### config.mk
export PLATFORM = sky130hd
export DESIGN_NAME = dice_input_conditioner
export DESIGN_NICKNAME = d
export VERILOG_FILES = /design/src/rtl/dice_pkg.sv /design/src/rtl/dice_sync2.sv /design/src/rtl/dice_input_conditioner.sv
export SDC_FILE = /design/constraint.sdc
export NUM_CORES = 1
export LEC_CHECK = 0
export ABC_AREA = 1
export CORE_MARGIN = 3
export CORE_UTILIZATION = 25
export CTS_CLUSTER_DIAMETER = 60
export DETAILED_ROUTE_END_ITERATION = 10
export SLEW_MARGIN = 20
export SYNTH_ARGS = -nofsm -noshare
export SYNTH_HDL_FRONTEND = slang
export SYNTH_SLANG_ARGS = --single-unit
### constraint.sdc
create_clock -name clk -period 2.15 [get_ports clk]
set_clock_uncertainty 0.1 [all_clocks]
set_input_delay 0.215 -clock clk [delete_from_list [all_inputs] [get_ports clk]]
set_output_delay 0.215 -clock clk [all_outputs]
set_load 0.02 [all_outputs]
### src/rtl/dice_pkg.sv
// Shared types and constants for the dice front end and roller.
// Holds the button FSM states, bit positions and the seven-segment digit patterns.
package dice_pkg;

   typedef enum logic [1:0] {IDLE, PRESS_WAIT, HELD, RELEASE_WAIT} btn_state_e;

   localparam int DIE_SIZE_W = 7;
   localparam int BTN_BIT    = 7;

   // Segment order is {g,f,e,d,c,b,a}, active high
   localparam logic [6:0] SEG7_0     = 7'h3F;
   localparam logic [6:0] SEG7_1     = 7'h06;
   localparam logic [6:0] SEG7_2     = 7'h5B;
   localparam logic [6:0] SEG7_3     = 7'h4F;
   localparam logic [6:0] SEG7_4     = 7'h66;
   localparam logic [6:0] SEG7_5     = 7'h6D;
   localparam logic [6:0] SEG7_6     = 7'h7D;
   localparam logic [6:0] SEG7_7     = 7'h07;
   localparam logic [6:0] SEG7_8     = 7'h7F;
   localparam logic [6:0] SEG7_9     = 7'h6F;
   localparam logic [6:0] SEG7_BLANK = 7'h00;

   function automatic logic [6:0] seg7_digit(input logic [3:0] digit);
      case (digit)
         4'd0:    seg7_digit = SEG7_0;
         4'd1:    seg7_digit = SEG7_1;
         4'd2:    seg7_digit = SEG7_2;
         4'd3:    seg7_digit = SEG7_3;
         4'd4:    seg7_digit = SEG7_4;
         4'd5:    seg7_digit = SEG7_5;
         4'd6:    seg7_digit = SEG7_6;
         4'd7:    seg7_digit = SEG7_7;
         4'd8:    seg7_digit = SEG7_8;
         4'd9:    seg7_digit = SEG7_9;
         default: seg7_digit = SEG7_BLANK;
      endcase
   endfunction

endpackage

### src/rtl/dice_sync2.sv
// Two-flop synchronizer of configurable width for asynchronous switch inputs.
// Both stages clear on synchronous reset.
module dice_sync2 #(
   parameter int WIDTH = 8
) (
   input  logic             clk,
   input  logic             reset,
   input  logic [WIDTH-1:0] d,
   output logic [WIDTH-1:0] q
);

   logic [WIDTH-1:0] meta;

   always_ff @(posedge clk) begin
      if (reset) begin
         meta <= '0;
         q    <= '0;
      end else begin
         meta <= d;
         q    <= meta;
      end
   end

endmodule

### src/rtl/dice_input_conditioner.sv
// Conditions the raw dice switches: synchronizes, debounces the roll button and qualifies die size.
// Optional feature macro DICE_AUTO_REPEAT_EN adds auto-repeat roll strobes while the button is held.
module dice_input_conditioner
   import dice_pkg::*;
#(
   parameter int DEBOUNCE_CYCLES = 4096,
   parameter int REPEAT_CYCLES   = 50000
) (
   input  logic                  clk,
   input  logic                  reset,
   input  logic [7:0]            ui_in,
   output logic [DIE_SIZE_W-1:0] die_size,
   output logic                  die_size_valid,
   output logic                  size_changed,
   output logic                  button_level,
   output logic                  press_pulse,
   output logic                  release_pulse,
   output logic                  roll_pulse
);

   localparam int                CNT_W    = $clog2(DEBOUNCE_CYCLES + 1);
   localparam logic [CNT_W-1:0]  CNT_LAST = CNT_W'(DEBOUNCE_CYCLES - 1);

   logic [7:0]            sync_q;
   logic                  btn_s;
   logic [DIE_SIZE_W-1:0] size_s;

   btn_state_e            state, state_next;
   logic [CNT_W-1:0]      cnt, cnt_next;
   logic                  press_next, release_next, level_next;

   logic [DIE_SIZE_W-1:0] cand;
   logic [CNT_W-1:0]      scnt;

   dice_sync2 #(.WIDTH(8)) u_sync (
      .clk   (clk),
      .reset (reset),
      .d     (ui_in),
      .q     (sync_q)
   );

   assign btn_s  = sync_q[BTN_BIT];
   assign size_s = sync_q[DIE_SIZE_W-1:0];

   always_ff @(posedge clk) begin
      if (reset) begin
         state         <= IDLE;
         cnt           <= '0;
         button_level  <= 1'b0;
         press_pulse   <= 1'b0;
         release_pulse <= 1'b0;
      end else begin
         state         <= state_next;
         cnt           <= cnt_next;
         button_level  <= level_next;
         press_pulse   <= press_next;
         release_pulse <= release_next;
      end
   end

   // Any sample disagreeing with the pending level restarts the debounce from the settled state
   always_comb begin
      state_next = state;
      cnt_next   = cnt;
      case (state)
         IDLE: begin
            if (btn_s) begin
               state_next = PRESS_WAIT;
               cnt_next   = '0;
            end
         end
         PRESS_WAIT: begin
            if (!btn_s)              state_next = IDLE;
            else if (cnt == CNT_LAST) state_next = HELD;
            else                     cnt_next   = cnt + 1'b1;
         end
         HELD: begin
            if (!btn_s) begin
               state_next = RELEASE_WAIT;
               cnt_next   = '0;
            end
         end
         RELEASE_WAIT: begin
            if (btn_s)               state_next = HELD;
            else if (cnt == CNT_LAST) state_next = IDLE;
            else                     cnt_next   = cnt + 1'b1;
         end
         default: state_next = IDLE;
      endcase
   end

   always_comb begin
      press_next   = (state == PRESS_WAIT)   &&  btn_s && (cnt == CNT_LAST);
      release_next = (state == RELEASE_WAIT) && !btn_s && (cnt == CNT_LAST);
      level_next   = button_level;
      if (press_next)        level_next = 1'b1;
      else if (release_next) level_next = 1'b0;
   end

`ifdef DICE_AUTO_REPEAT_EN
   localparam int               RPT_W    = $clog2(REPEAT_CYCLES + 1);
   localparam logic [RPT_W-1:0] RPT_LAST = RPT_W'(REPEAT_CYCLES - 1);

   logic [RPT_W-1:0] rpt_cnt;
   logic             repeat_fire;

   assign repeat_fire = (state == HELD) && btn_s && (rpt_cnt == RPT_LAST);

   // Repeat period restarts whenever the button leaves HELD, including bounces
   always_ff @(posedge clk) begin
      if (reset) begin
         rpt_cnt    <= '0;
         roll_pulse <= 1'b0;
      end else begin
         roll_pulse <= release_next | repeat_fire;
         if ((state == HELD) && btn_s) rpt_cnt <= repeat_fire ? '0 : rpt_cnt + 1'b1;
         else                          rpt_cnt <= '0;
      end
   end
`else
   always_ff @(posedge clk) begin
      if (reset) roll_pulse <= 1'b0;
      else       roll_pulse <= release_next;
   end
`endif

   // Die size commits only after the candidate has been stable long enough and actually differs
   always_ff @(posedge clk) begin
      if (reset) begin
         cand         <= '0;
         scnt         <= '0;
         die_size     <= '0;
         size_changed <= 1'b0;
      end else begin
         size_changed <= 1'b0;
         if ((scnt == CNT_LAST) && (cand != die_size)) begin
            die_size     <= cand;
            size_changed <= 1'b1;
         end
         if (size_s != cand) begin
            cand <= size_s;
            scnt <= '0;
         end else if (scnt != CNT_LAST) begin
            scnt <= scnt + 1'b1;
         end
      end
   end

   assign die_size_valid = |die_size;

endmodule

; After elaboration in Yosys (flattened, before gate mapping)
; Index checks and enable logic that the tools add are counted.
[word_totals]
register_bits = 62
latchBits = 0
ram_bits = 0
mem_bits_ro = 0
inputBits = 10
output_inout_bits = 13
wordCells = 55
memories = 0
[op_classes]
addsub = 2
n_mul = 0
div = 0
magnitude_cmp = 0
eq_ne = 14
shifts = 0
n_mux = 16
bitwise = 0
n_reduce_logical = 12
[ops]
columns = operator, n
row1 = 13-bit two-way mux, 5
row2 = 13-bit one-hot mux with 4 select lines, 1
row3 = "13-bit by 1-bit adder with 13-bit output, second input constant", 2
row4 = "13-bit by 12-bit equality test with 1-bit output, second input constant", 2
row5 = 7-bit inequality test, 2
row6 = "13-bit by 12-bit inequality test with 1-bit output, second input constant", 1
row7 = 2-bit two-way mux, 6
row8 = 2-bit one-hot mux with 4 select lines, 1
row9 = 4-bit AND reduction, 2
row10 = 7-bit OR reduction, 1
row11 = 1-bit logical AND, 5
row12 = "2-bit equality test, second input constant", 2
row13 = "2-bit by 1-bit inequality test with 1-bit output, second input constant", 2
row14 = "2-bit inequality test, second input constant", 2
row15 = 1-bit two-way mux, 3
row16 = "3-bit by 2-bit inequality test with 1-bit output, second input constant", 1
row17 = "3-bit inequality test, second input constant", 1
row18 = "2-bit by 1-bit equality test with 1-bit output, second input constant", 1
row19 = 2-bit logical NOT, 1
row20 = 2-bit nonzero test, 1
row21 = 2-bit OR reduction, 1
row22 = 1-bit logical NOT, 1

; Longest topological paths before layout
[logic_depth]
word_depth = 5
ltp_mapped = 10
mapped_depth_nobuf = 10

; By module
; Synthesis repeated with hierarchy kept, for this count alone.
[unflattened]
hier_cells = 383
area_unflattened_um2 = 2782.7
[by_module_without_submodules]
columns = module, instances, cells_each, area_each_um2, seq_area_each_um2
row1 = dice_input_conditioner, 1, 333, 2308.5, 920.9
row2 = dice_sync2, 1, 50, 474.2, 320.3

; Worst setup path before layout
; No wires, ideal clock.
[synth_path]
path_type = reg-to-reg
start = register scnt[0]
end = register die_size[4]
setup_ps = 115
t_arrival_ps = 1414
required_time_ps = 1935
slack_ps = 521
stages_incl_launch_ff = 10
n_path_buf = 1
synth_period_minus_slack_ps = 1629
cell_sequence = dfxtp_1 -> ha_1 -> inv_2 -> nor2_4 -> nand2_4 -> nor3_4 -> buf_6 -> nand3_1 -> nand2_1 -> nor2_1
[synth_via]
elab_chain_cells = 2
[synth_lines]
columns = item, line_no
row1 = "start, declared", dice_input_conditioner.sv:33  ; logic [CNT_W-1:0] scnt;
row2 = "start signal, assigned", dice_input_conditioner.sv:144  ; scnt <= scnt + 1'b1;
row3 = 13-bit by 12-bit equality test with 1-bit output, dice_input_conditioner.sv:136  ; if ((scnt == CNT_LAST) && (cand != die_size)) begin
row4 = 1-bit logical AND, dice_input_conditioner.sv:136
row5 = "end signal, assigned", dice_input_conditioner.sv:137  ; die_size <= cand;
row6 = "end, declared", dice_input_conditioner.sv:12  ; output logic [DIE_SIZE_W-1:0] die_size,
; Every way passes these cells.
; A chain may end at the register's enable or synchronous reset.

; Worst setup path after layout
[layout_path]
start = register scnt[0]
end = register die_size[6]
; The elaborated chain is that of the path after synthesis.

==> run summary <==
The number of instances in the synthesized netlist is 392. For this configuration, the core starts out at a cell density of 0.264. The H-tree was split into 3 levels. In this run the clock root is driven by a sky130_fd_sc_hd__clkbuf_8. The post-layout minimum cycle time came out at 1920 ps.

The remaining number of nets flagged by the antenna check after routing is 0. The data arrival time of the critical path is 2060 ps. After clock tree synthesis, the clock-pin slew on the worst setup and hold paths is 80 ps. The DRC violations left is 0. Buffers placed on the I/O ports in this run total 22. STA classifies the critical path endpoint as a register. Setup repair after global routing left no endpoint under its margin. The warning count from the yosys run came out at 0. In this run the vertical extent of the chip is 112 microns. The number of primary I/O pins came out at 23.

The number of global-route vias before repair was 2,259. The top cell types in the final layout, fill and taps aside, are sky130_fd_sc_hd__nor2_1 (78), sky130_fd_sc_hd__nand2_1 (78), sky130_fd_sc_hd__dfxtp_1 (62), sky130_fd_sc_hd__inv_1 (61), sky130_fd_sc_hd__nand3_1 (29). The leakage power figure came out at 1.36 nW.

In this run the critical register-to-register path is captured at die_size[6]. The total of endpoints with negative setup slack in the final report came out at 0. The first global-routing pass estimated 9780 microns of wire.

Summing all flip-flop and latch instances after layout gives 1240 sq um. In this run the worst setup path begins at scnt[0]. The floorplan die area came out at 12,500 sq um. The number of hold violations in the final report is 0. The number of gates on the worst path with buffers counted came out at 8. In this run the worst setup path terminates at die_size[6]. The TritonCTS clock tree is done. The tool flagged a number of max-cap violations equal to 0. The number of vias after detailed routing came out at 2,374. The number of buffers added by the clock tree synthesis step is 9.

The number of antenna violations at the first check in global routing is 0. The core box area came out at 10,600 sq um. The later pin in the worst-skew pair is clocked with a latency of 340 ps. The first routing iteration left 65 violations. The number of fillers in the final layout came out at 1,120. The global-route usage over all layers came out at 0.0935. The post-detailed-routing wire length came out at 5640 microns.

The area taken by multi-input logic gates is 1260 sq um. The global-route congestion overflow total is 0. The cell at the slowest stage of the critical path is sky130_fd_sc_hd__nor3_4. The routability congestion estimate from global placement came out at 0.793. The post-CTS repair timing setup buffer count came out at 0.

In this design, the stage delay of the slowest critical-path cell is 450 ps. The worst reg-to-reg path cell count is 8. The peak clock frequency supported by timing came out at 0.520 GHz.

The share of the yosys chip area belonging to registers came out at 0.444. The power per standard cell area came out at 672 nW/um^2. The number of distinct library cell variants in the gate-level netlist after synthesis is 29. The register-to-register setup slack came out at 230 ps. STA classifies the critical path startpoint as a register.

From synthesis to final layout, the design area changed by 19.8%. The number of buffers and inverters on the critical path is 1. The floorplan has 37 rows. The critical path required time came out at 2290 ps. Entering global routing, the biggest net connects 19 pins.

The number of sinks handled by clock tree synthesis came out at 62. The kind of cell adding the most delay to the critical path is simple AND/OR/NAND/NOR gates. The post-layout total power came out at 2.25 mW. The transition time at the pin with the least slew margin came out at 572 ps. The run finished with clean final reports.

Headroom to the max-slew limit came out at 0.617. The detailed-route vias per instance is 4.25. The register bit total from synthesis came out at 62. Counting every net in the synthesized netlist gives 404. Traced cell by cell, the critical path runs through ha_1 -> inv_2 -> nor2_4 -> nand2_4 -> nor3_4 -> nand3_1 -> nand2_1 -> nor2_1. The first-pass iteration count of the detailed router is 4. The share of the clock period used by the worst path after layout came out at 0.894.

The share of layout cells above drive strength 1 is 0.0780. The number of buffers between clock root and the deepest sink is 2. The count of cells resized by post-cts repair is 0. The summed instance area of the synthesized netlist came out at 2800 sq um. The number of nets in the finished design is 430. In this run the critical register-to-register path is launched from scnt[0]. The total count of max-transition violations in the final report came out at 0.

The die extent in x came out at 112 microns. The average wire length per cell after detail routing is 10.1 microns. The detailed placement HPWL came out at 4100 microns. Averaged over all synthesized cells, the footprint is 7.13 sq um. The peak supply drop is 0.320 mV. For this design, the CTS-stage hold fixing added 0 buffers. The worst setup path category is reg2reg. The type of the most critical hold path is in2reg. The post-route setup TNS is 0 ps. The count of inserted antenna diode cells came out at 0. The highest net fanout along the worst path came out at 14. The worst hold slack across all endpoints came out at 272 ps.
-- through the flow --
| stage | cell area [sq um] | cells | setup slack [ps] | utilization |
|---|---|---|---|---|
| detailed placement | 3160 | 543 | 270 | 0.298 |
| CTS | 3350 | 559 | 232 | 0.316 |
| global route | 3350 | 559 | 79.6 | 0.316 |
| finish | 3350 | 559 | 227 | 0.316 |
| floorplan | 2800 | 392 | 521 | - |
| global placement | 3160 | 543 | 309 | 0.298 |
-- registers in the layout, summed over array words and instances, names as in the netlist, 7 cells and up, named ones only --
register,count
u_sync.q,8
u_sync.meta,8
die_size,7
cnt,13
scnt,13
cand,7
-- cell usage after synthesis --
| master | number | share of area |
|---|---|---|
| sky130_fd_sc_hd__xnor2_1 | 8 | 0.025 |
| sky130_fd_sc_hd__nor3_2 | 1 | 0.0036 |
| sky130_fd_sc_hd__o21bai_1 | 1 | 0.0027 |
| sky130_fd_sc_hd__nor3_1 | 9 | 0.016 |
| sky130_fd_sc_hd__a211oi_1 | 1 | 0.0027 |
| sky130_fd_sc_hd__clkbuf_1 | 5 | 0.0067 |
| sky130_fd_sc_hd__nor3b_1 | 1 | 0.0027 |
| sky130_fd_sc_hd__o21ai_0 | 1 | 0.0018 |
| sky130_fd_sc_hd__nor2_4 | 2 | 0.0081 |
| sky130_fd_sc_hd__xor2_1 | 10 | 0.031 |
| sky130_fd_sc_hd__nand2_4 | 1 | 0.0040 |
| sky130_fd_sc_hd__ha_1 | 2 | 0.0089 |
| sky130_fd_sc_hd__a21oi_1 | 17 | 0.030 |
| sky130_fd_sc_hd__dfxtp_1 | 62 | 0.44 |
| sky130_fd_sc_hd__inv_2 | 1 | 0.0013 |
| sky130_fd_sc_hd__nand2_2 | 2 | 0.0045 |
| sky130_fd_sc_hd__nor2_1 | 78 | 0.10 |
| sky130_fd_sc_hd__nor3_4 | 2 | 0.012 |
| sky130_fd_sc_hd__nand3_1 | 29 | 0.052 |
| sky130_fd_sc_hd__or2_2 | 1 | 0.0022 |
| sky130_fd_sc_hd__nand2_1 | 78 | 0.10 |
| sky130_fd_sc_hd__buf_6 | 1 | 0.0040 |
| sky130_fd_sc_hd__buf_2 | 4 | 0.0072 |
| sky130_fd_sc_hd__inv_1 | 61 | 0.082 |
| sky130_fd_sc_hd__buf_4 | 2 | 0.0054 |
| sky130_fd_sc_hd__nor2_2 | 1 | 0.0022 |
| sky130_fd_sc_hd__nand4_4 | 1 | 0.0076 |
| sky130_fd_sc_hd__nand3b_1 | 1 | 0.0027 |
| sky130_fd_sc_hd__nand4_1 | 9 | 0.020 |
-- worst reg2reg max path, cell delays in order, from the launching register on --
cell                      delay [ps]
sky130_fd_sc_hd__dfxtp_1         410
sky130_fd_sc_hd__ha_1            290
sky130_fd_sc_hd__inv_2            70
sky130_fd_sc_hd__nor2_4          140
sky130_fd_sc_hd__nand2_4          90
sky130_fd_sc_hd__nor3_4          450
sky130_fd_sc_hd__nand3_1         150
sky130_fd_sc_hd__nand2_1          80
sky130_fd_sc_hd__nor2_1           40
-- logic make-up (layout without fill, tap and decap cells) --
family	Yosys count	in the layout	share of synthesized area
simple gates	216	216	0.347
buf+inv	74	105	0.106
flops	62	62	0.444
compound gates	20	20	0.0376
xor+xnor	18	18	0.0564
fa+ha+maj	2	2	0.00895
-- cell type report --
cell class / instances / area share
clock inverters: 7 / 0.0198
flip-flops and latches: 62 / 0.371
multi-input cells: 256 / 0.375
clock buffers: 9 / 0.0370
well taps: 136 / 0.0508
repair buffers: 27 / 0.0770
inverters: 62 / 0.0695
-- worst min-delay path by stage --
stage                                 to      startpoint  depth (start not counted)  slack, ps
after floorplan           u_sync.meta[0]        ui_in[0]                          2        220
after global placement       u_sync.q[2]  u_sync.meta[2]                          2        290
after detailed placement     u_sync.q[1]  u_sync.meta[1]                          2        300
after CTS                 u_sync.meta[2]        ui_in[2]                          3        260
after global routing      u_sync.meta[3]        ui_in[3]                          3        260
final                     u_sync.meta[1]        ui_in[1]                          3        270
-- routing by layer --
layer  share of wire  track usage  vias up
li1                -            -     1257
met1            0.46        0.106     1063
met2            0.48        0.162       44
met3           0.037       0.0283       10
met4           0.020       0.0397        0
met5               0            0        -
-- where the power goes --
| part | internal (mW) | switching [mW] |
|---|---|---|
| Clock | 0.441 | 0.518 |
| Sequential | 1.17 | 0.0124 |
| Combinational | 0.0443 | 0.0692 |
Power figures use the tool's default switching activity.
